`config.mk`:
```
export PLATFORM = sky130hd
export DESIGN_NAME = serial_magnitude_comparator
export DESIGN_NICKNAME = d
export VERILOG_FILES = /design/src/rtl/serial_magnitude_comparator.sv
export SDC_FILE = /design/constraint.sdc
export NUM_CORES = 1
export LEC_CHECK = 0
export CORE_MARGIN = 5
export CORE_UTILIZATION = 23
export DETAILED_ROUTE_END_ITERATION = 7
export DONT_BUFFER_PORTS = 1
export PLACE_DENSITY = 0.38
export SYNTH_ARGS = -nofsm -noshare
export SYNTH_HDL_FRONTEND = slang
export SYNTH_SLANG_ARGS = --single-unit
```
`constraint.sdc`:
```
create_clock -name clk -period 2.8 [get_ports clk]
set_input_delay 0.42 -clock clk [delete_from_list [all_inputs] [get_ports clk]]
set_output_delay 0.42 -clock clk [all_outputs]
set_load 0.01 [all_outputs]
```
`src/rtl/serial_magnitude_comparator.sv`:
```
// Serial magnitude comparator.
// Compares WIDTH-bit operands a and b MSB-first, DIGIT bits per clock, and reports
// a one-hot gt/eq/lt result through a valid/ready handshake.
//
// Parameters:
//   WIDTH  - operand width (>= 2, integer multiple of DIGIT)
//   DIGIT  - bits compared per cycle (1..WIDTH)
//   SIGNED - 0: unsigned compare, 1: two's-complement compare
//
// Ports:
//   clk, rst_n           - clock (rising edge), asynchronous active-low reset
//   in_valid / in_ready  - operand handshake; a, b sampled at the accept edge
//   out_valid / out_ready- result handshake; gt/eq/lt held until out_ready
//   gt, eq, lt           - one-hot result, all zero while out_valid is low
//   busy                 - comparison in progress
//
// Optional feature (macro SERIAL_CMP_EARLY_EXIT_EN): when defined, the comparison
// finishes in the cycle the first differing digit is found. Results are identical;
// only latency changes. Equal operands always take the full NDIG cycles.

module serial_magnitude_comparator #(
    parameter int unsigned WIDTH  = 8,
    parameter int unsigned DIGIT  = 1,
    parameter int unsigned SIGNED = 0
) (
    input  logic             clk,
    input  logic             rst_n,
    input  logic             in_valid,
    output logic             in_ready,
    input  logic [WIDTH-1:0] a,
    input  logic [WIDTH-1:0] b,
    output logic             out_valid,
    input  logic             out_ready,
    output logic             gt,
    output logic             eq,
    output logic             lt,
    output logic             busy
);

    localparam int unsigned NDIG = WIDTH / DIGIT;
    localparam int unsigned CW   = (NDIG > 1) ? $clog2(NDIG) : 1;
    localparam logic [CW-1:0] LastCnt = CW'(NDIG - 1);
    // Flipping the sign bit maps two's-complement order onto unsigned order.
    localparam logic [WIDTH-1:0] MsbFlip =
        (SIGNED != 0) ? {1'b1, {(WIDTH-1){1'b0}}} : '0;

    typedef enum logic [1:0] {StIdle, StBusy, StDone} state_e;
    typedef enum logic [1:0] {DecEq, DecGt, DecLt} dec_e;

    state_e           state_q, state_d;
    dec_e             dec_q, dec_d;
    logic [WIDTH-1:0] a_sh_q, a_sh_d;
    logic [WIDTH-1:0] b_sh_q, b_sh_d;
    logic [CW-1:0]    cnt_q, cnt_d;
    logic             in_ready_q, in_ready_d;
    logic             out_valid_q, out_valid_d;
    logic             busy_q, busy_d;
    logic             gt_q, gt_d;
    logic             eq_q, eq_d;
    logic             lt_q, lt_d;

    logic [DIGIT-1:0] a_dig, b_dig;
    dec_e             dec_next;
    logic             last_dig;

    // Digit compare; the decision sticks once it leaves DecEq.
    always_comb begin
        a_dig    = a_sh_q[WIDTH-1 -: DIGIT];
        b_dig    = b_sh_q[WIDTH-1 -: DIGIT];
        dec_next = dec_q;
        if (dec_q == DecEq) begin
            if (a_dig > b_dig) begin
                dec_next = DecGt;
            end else if (a_dig < b_dig) begin
                dec_next = DecLt;
            end
        end
        last_dig = (cnt_q == LastCnt);
`ifdef SERIAL_CMP_EARLY_EXIT_EN
        if (dec_next != DecEq) begin
            last_dig = 1'b1;
        end
`endif
    end

    always_comb begin
        state_d     = state_q;
        dec_d       = dec_q;
        a_sh_d      = a_sh_q;
        b_sh_d      = b_sh_q;
        cnt_d       = cnt_q;
        in_ready_d  = in_ready_q;
        out_valid_d = out_valid_q;
        busy_d      = busy_q;
        gt_d        = gt_q;
        eq_d        = eq_q;
        lt_d        = lt_q;
        unique case (state_q)
            StIdle: begin
                if (in_valid && in_ready_q) begin
                    a_sh_d     = a ^ MsbFlip;
                    b_sh_d     = b ^ MsbFlip;
                    dec_d      = DecEq;
                    cnt_d      = '0;
                    state_d    = StBusy;
                    in_ready_d = 1'b0;
                    busy_d     = 1'b1;
                end
            end
            StBusy: begin
                dec_d  = dec_next;
                a_sh_d = a_sh_q << DIGIT;
                b_sh_d = b_sh_q << DIGIT;
                cnt_d  = cnt_q + CW'(1);
                if (last_dig) begin
                    state_d     = StDone;
                    busy_d      = 1'b0;
                    out_valid_d = 1'b1;
                    gt_d        = (dec_next == DecGt);
                    eq_d        = (dec_next == DecEq);
                    lt_d        = (dec_next == DecLt);
                end
            end
            StDone: begin
                // in_ready rises only after this edge, so no same-edge accept.
                if (out_ready) begin
                    state_d     = StIdle;
                    out_valid_d = 1'b0;
                    in_ready_d  = 1'b1;
                    gt_d        = 1'b0;
                    eq_d        = 1'b0;
                    lt_d        = 1'b0;
                end
            end
            default: begin
                state_d = StIdle;
            end
        endcase
    end

    always_ff @(posedge clk or negedge rst_n) begin
        if (!rst_n) begin
            state_q     <= StIdle;
            dec_q       <= DecEq;
            a_sh_q      <= '0;
            b_sh_q      <= '0;
            cnt_q       <= '0;
            in_ready_q  <= 1'b1;
            out_valid_q <= 1'b0;
            busy_q      <= 1'b0;
            gt_q        <= 1'b0;
            eq_q        <= 1'b0;
            lt_q        <= 1'b0;
        end else begin
            state_q     <= state_d;
            dec_q       <= dec_d;
            a_sh_q      <= a_sh_d;
            b_sh_q      <= b_sh_d;
            cnt_q       <= cnt_d;
            in_ready_q  <= in_ready_d;
            out_valid_q <= out_valid_d;
            busy_q      <= busy_d;
            gt_q        <= gt_d;
            eq_q        <= eq_d;
            lt_q        <= lt_d;
        end
    end

    assign in_ready  = in_ready_q;
    assign out_valid = out_valid_q;
    assign busy      = busy_q;
    assign gt        = gt_q;
    assign eq        = eq_q;
    assign lt        = lt_q;

endmodule

```
# Word level (Yosys, flattened, before mapping)
# Index checks and enable logic that the tools add are counted.
dict set report word_totals {
  output_inout_bits 6
  inputBits 20
  ff_bits 29
}
dict set report op_classes {
  reduce_logical 12
  n_mux 30
  eq_ne 8
  add_sub_neg 1
  order_cmp 2
}
# operator n
set op_table {}
lappend op_table {{$pmux 8 s2} 2}
lappend op_table {{$mux 8} 2}
lappend op_table {{$mux 2} 7}
lappend op_table {{$pmux 1 s2} 6}
lappend op_table {{$reduce_and 3->1} 4}
lappend op_table {{$mux 1} 9}
lappend op_table {{$logic_not 2->1} 3}
lappend op_table {{$ne 2x2->1 const B} 3}
lappend op_table {{$pmux 2 s3} 1}
lappend op_table {{$pmux 3 s2} 1}
lappend op_table {{$reduce_bool 2->1} 3}
lappend op_table {{$eq 2x1->1 const B} 2}
lappend op_table {{$eq 2x2->1 const B} 2}
lappend op_table {{$pmux 2 s2} 1}
lappend op_table {{$add 3x1->3 const B} 1}
lappend op_table {{$eq 3x3->1 const B} 1}
lappend op_table {{$mux 3} 1}
lappend op_table {{$reduce_and 2->1} 1}
lappend op_table {{$gt 1x1->1} 1}
lappend op_table {{$logic_and 1x1->1} 1}
lappend op_table {{$lt 1x1->1} 1}

# Depth between registers and ports, before layout
dict set report depth {
  depth_word 7
  depth_mapped 5
  depth_no_buf 5
}

# Least setup slack after synthesis
# Ideal clock, no wire load.
dict set report synth_timing {
  kind {register to register}
  from {register in_ready_q (netlist: in_ready)}
  to {register a_sh_q[1]}
  required_time_ns 2.677
  stages_incl_launch_ff 6
  arrival_ns 1.263
  setup_ns 0.123
  path_slack_ns 1.414
  cell_sequence {dfstp_2 -> and4bb_1 -> buf_6 -> buf_8 -> mux2i_1 -> o21ai_1}
}
dict set report synth_between {
  elab_chain_len 3
}
# item line_no
set synth_rtl {}
lappend synth_rtl {{start: declaration} 55} ;# logic in_ready_q, in_ready_d;
lappend synth_rtl {{start signal: assignment} 160} ;# in_ready_q <= in_ready_d;
lappend synth_rtl {{$logic_and 1x1->1} 100} ;# if (in_valid && in_ready_q) begin
lappend synth_rtl {{$ne 2x2->1 (no line)} --}
lappend synth_rtl {{$reduce_and 2->1 (no line)} --}
lappend synth_rtl {{end signal: assignment} 157} ;# a_sh_q <= a_sh_d;
lappend synth_rtl {{end: declaration} 52} ;# logic [WIDTH-1:0] a_sh_q, a_sh_d;
# No other way between the ends.
# A chain may end at the register's enable or synchronous reset.

# Worst setup path in the final report
dict set report layout_timing {
  from {register state_q[0]}
  to {register lt_q (netlist: lt)}
}
dict set report layout_between {
  elab_chain_len 3
  word_cells_on_any_way 7
  classes_between {eq/ne: 4; mux: 1; reduce/logical: 2}
}
# item line_no
set layout_rtl {}
lappend layout_rtl {{start: declaration} 50} ;# state_e state_q, state_d;
lappend layout_rtl {{start signal: assignment} 143} ;# state_q <= StIdle;
lappend layout_rtl {{start signal: assignment} 155} ;# state_q <= state_d;
lappend layout_rtl {{$eq 2x1->1 / $eq 2x2->1 (equally long branches)} 98} ;# unique case (state_q)
lappend layout_rtl {{$ne 2x2->1 (no line) / $reduce_bool 2->1 (equally long branches)} --}
lappend layout_rtl {{$reduce_and 3->1 (no line)} --}
lappend layout_rtl {{end signal: assignment} 165} ;# lt_q <= lt_d;
lappend layout_rtl {{end: declaration} 60} ;# logic lt_q, lt_d;
# Several ways; a longest one is shown, not always the timed one.

==> impl_metrics.ini <==
[worst_hold_path]
hold_path_depth = 2
hold-path-endpoint = b_sh_q[0]
hp-start = b[0]
hp-class = in2reg

[timing]
whs_ps = 266.0
maxSlewViolCount = 0
fin_crit_ps = 1614
slew_headroom = 0.5236
max_freq_mhz = 619.8
finalHoldViolCount = 0
period_share = 0.5763
worst_pin_slew_ps = 711.4
rsz0062_at_grt = no
finalClockSkew_ps = 2.309
tns_ps = 0
finalSetupViolCount = 0

[yosys]
synthCells = 129
synth_top_area_share = 0.5166
async_flop_share = 1.000
ys_ff_latch = 29
synthFlopType = dfrtp_1
yosys.area.top_type = dfrtp_1
netlist_area_um2 = 1356
ys_warn_count = 0
synth_cell_type_count = 26
syn_area_per_cell_um2 = 10.51
synth_edf_count = 0
synth_nets = 153
synth_area_leaders = dfrtp_1 (52%), mux2i_1 (9.6%), nand2_1 (6.9%)
seq_area_frac_synth = 0.5360

[clock_tree]
cts_buffer_depth = 2
cts.repair.resized = 0
cts_sinks = 29
cts_root_buffer = clkbuf_8
post-cts-setup-buffers = 0
cts_tree = yes
clkTransAtPathRegs_ps = 60
numCtsBuffers = 5
htreeDepth = 2
clock_latency_ps = 270

[setup_path]
worstSetupPathType = reg2reg
cp_data_required_time_ps = 2960
r2r_cells = 3
worstPathMaxFanout = 19
cp-end-kind = register
critPathLaunchType = register
r2r-end = lt
ff2ff_setup_slack_ps = 1190
r2r-start = state_q[0]
critPathArrivalTime_ps = 1770

[drt]
antenna_left = 0
vias_per_cell = 4.392
firstDrtPassIters = 4
drc = 0
drt_wl_total_um = 2801
drtIter0Drc = 31
post_drt_wl_per_cell_um = 13.40
vias = 918

[finish]
finalNonFillerCells = 209
drive_gt1_frac = 0.1045
area_delta_synth_final_pct = 14.11
nets = 157
diodes = 0

[global_route]
antenna_found_initial = 0
overflow = 0
grt_pass1_wl_um = 4767
grt_pass1_vias = 1022
grt.total_usage = 0.08348
grt_max_degree = 30

[power_and_ir_drop]
vdd_drop_max_mv = 0.1698
pwr_density_cell_nw_per_um2 = 521.6
p_leak_nw = 0.5603
power_w = 0.0008073

[placed_design]
hpwl_um = 1975
gp_congestion = 0.7141
dpl.cell_count = 199
portBuffers = 0

[die]
die_w_um = 86.79
rows = 28
fp.coreArea_um2 = 5816
start_util = 0.2332
ios = 26
dieArea_um2 = 7533
die_h_um = 86.79

[status]
status = finished, final reports clean

[run]
cap_violations = 0
worst max-delay path: stages, from the launching register on:
cell,delay (ps)
dfrtp_1,420
nor2b_2,630
a22oi_1,270
o2bb2ai_1,180
area by class of cell:
class / instances / area, um2
Fill cell: 646 / 4268
Sequential cell: 29 / 726.9
Multi-Input combinational cell: 90 / 569.3
Clock buffer: 7 / 96.34
Tap cell: 75 / 93.84
Timing Repair Buffer: 4 / 45.04
Inverter: 3 / 11.26
Clock inverter: 1 / 5.005
cells in the mapped netlist (3+ instances only):
library cell,n
dfrtp_1,28
nand2_1,25
o21ai_1,18
mux2i_1,13
buf_2,5
ha_1,4
nor2_1,4
a21oi_1,3
inv_1,3
nor2b_1,3
o21ai_0,3
o2bb2ai_1,3
through the flow:
stage	worst slack, ps	instance area [um2]	utilization
5_1_grt	1012	1548	0.2661
3_3_place_gp	1188	1416	0.2435
3_5_place_dp	1174	1416	0.2435
4_1_cts	1160	1548	0.2661
2_1_floorplan	1414	1356	-
6_report	1186	1548	0.2661
power by group:
part           switching [W]   total, W  leakage [nW]  internal, W
sequential                 0   0.000419         0.271     0.000419
combinational     0.00000956  0.0000143         0.235   0.00000478
clock               0.000152   0.000374        0.0542     0.000222
total               0.000162   0.000807         0.560     0.000646
per-layer routing:
| metal | vias up | GRT usage | routed length [um] |
|---|---|---|---|
| met4 | 0 | 0.06091 | 99 |
| met2 | 17 | 0.1380 | 1474 |
| met3 | 9 | 0.02947 | 131 |
| met5 | - | 0 | 0 |
| met1 | 440 | 0.08680 | 1096 |
| li1 | 452 | - | - |
sequential cells by signal, summed over array words and instances (netlist names):
| signal | count |
|---|---|
| a_sh_q | 8 |
| cnt_q | 3 |
| b_sh_q | 8 |
| eq | 1 |
| lt | 1 |
| in_ready | 1 |
| dec_q | 2 |
| state_q | 2 |
| busy | 1 |
| out_valid | 1 |
| gt | 1 |
cells by family (layout without fill, tap and decap cells):
group | after synthesis | count (layout) | share of synthesized area
AND/OR/NAND/NOR | 39 | 39 | 0.1328
AO/OA/AOI/OAI | 34 | 34 | 0.1522
flip-flops | 29 | 29 | 0.5360
multiplexers | 13 | 13 | 0.09594
buffers and inverters | 10 | 15 | 0.04612
adder cells (fa/ha/maj) | 4 | 4 | 0.03690
worst max path at each step:
stage,slack (ps),end,startpoint
floorplan,1410,a_sh_q[1],in_ready
global placement,1190,lt,state_q[0]
detailed placement,1170,eq,state_q[0]
CTS,1160,lt,state_q[0]
global route,1010,b_sh_q[6],state_q[0]
finish,1190,lt,state_q[0]
layout by cell type (no fill, tap or decap), types with 2 or more instances in the layout:
cell / count
a21oi_1: 3
buf_4: 2
clkbuf_8: 7
dfrtp_1: 28
ha_1: 4
inv_1: 3
mux2i_1: 13
nand2_1: 25
nand2b_1: 2
nand3b_1: 2
nor2_1: 4
nor2b_1: 2
o21ai_0: 3
o21ai_1: 18
o21bai_1: 2
o2bb2ai_1: 3
timing repair:
action	CTS	global route
hold endpoints to repair	29	0
setup endpoints to repair	0	0
hold buffers	2	0
No activity file was read; power rests on OpenSTA's default activity.
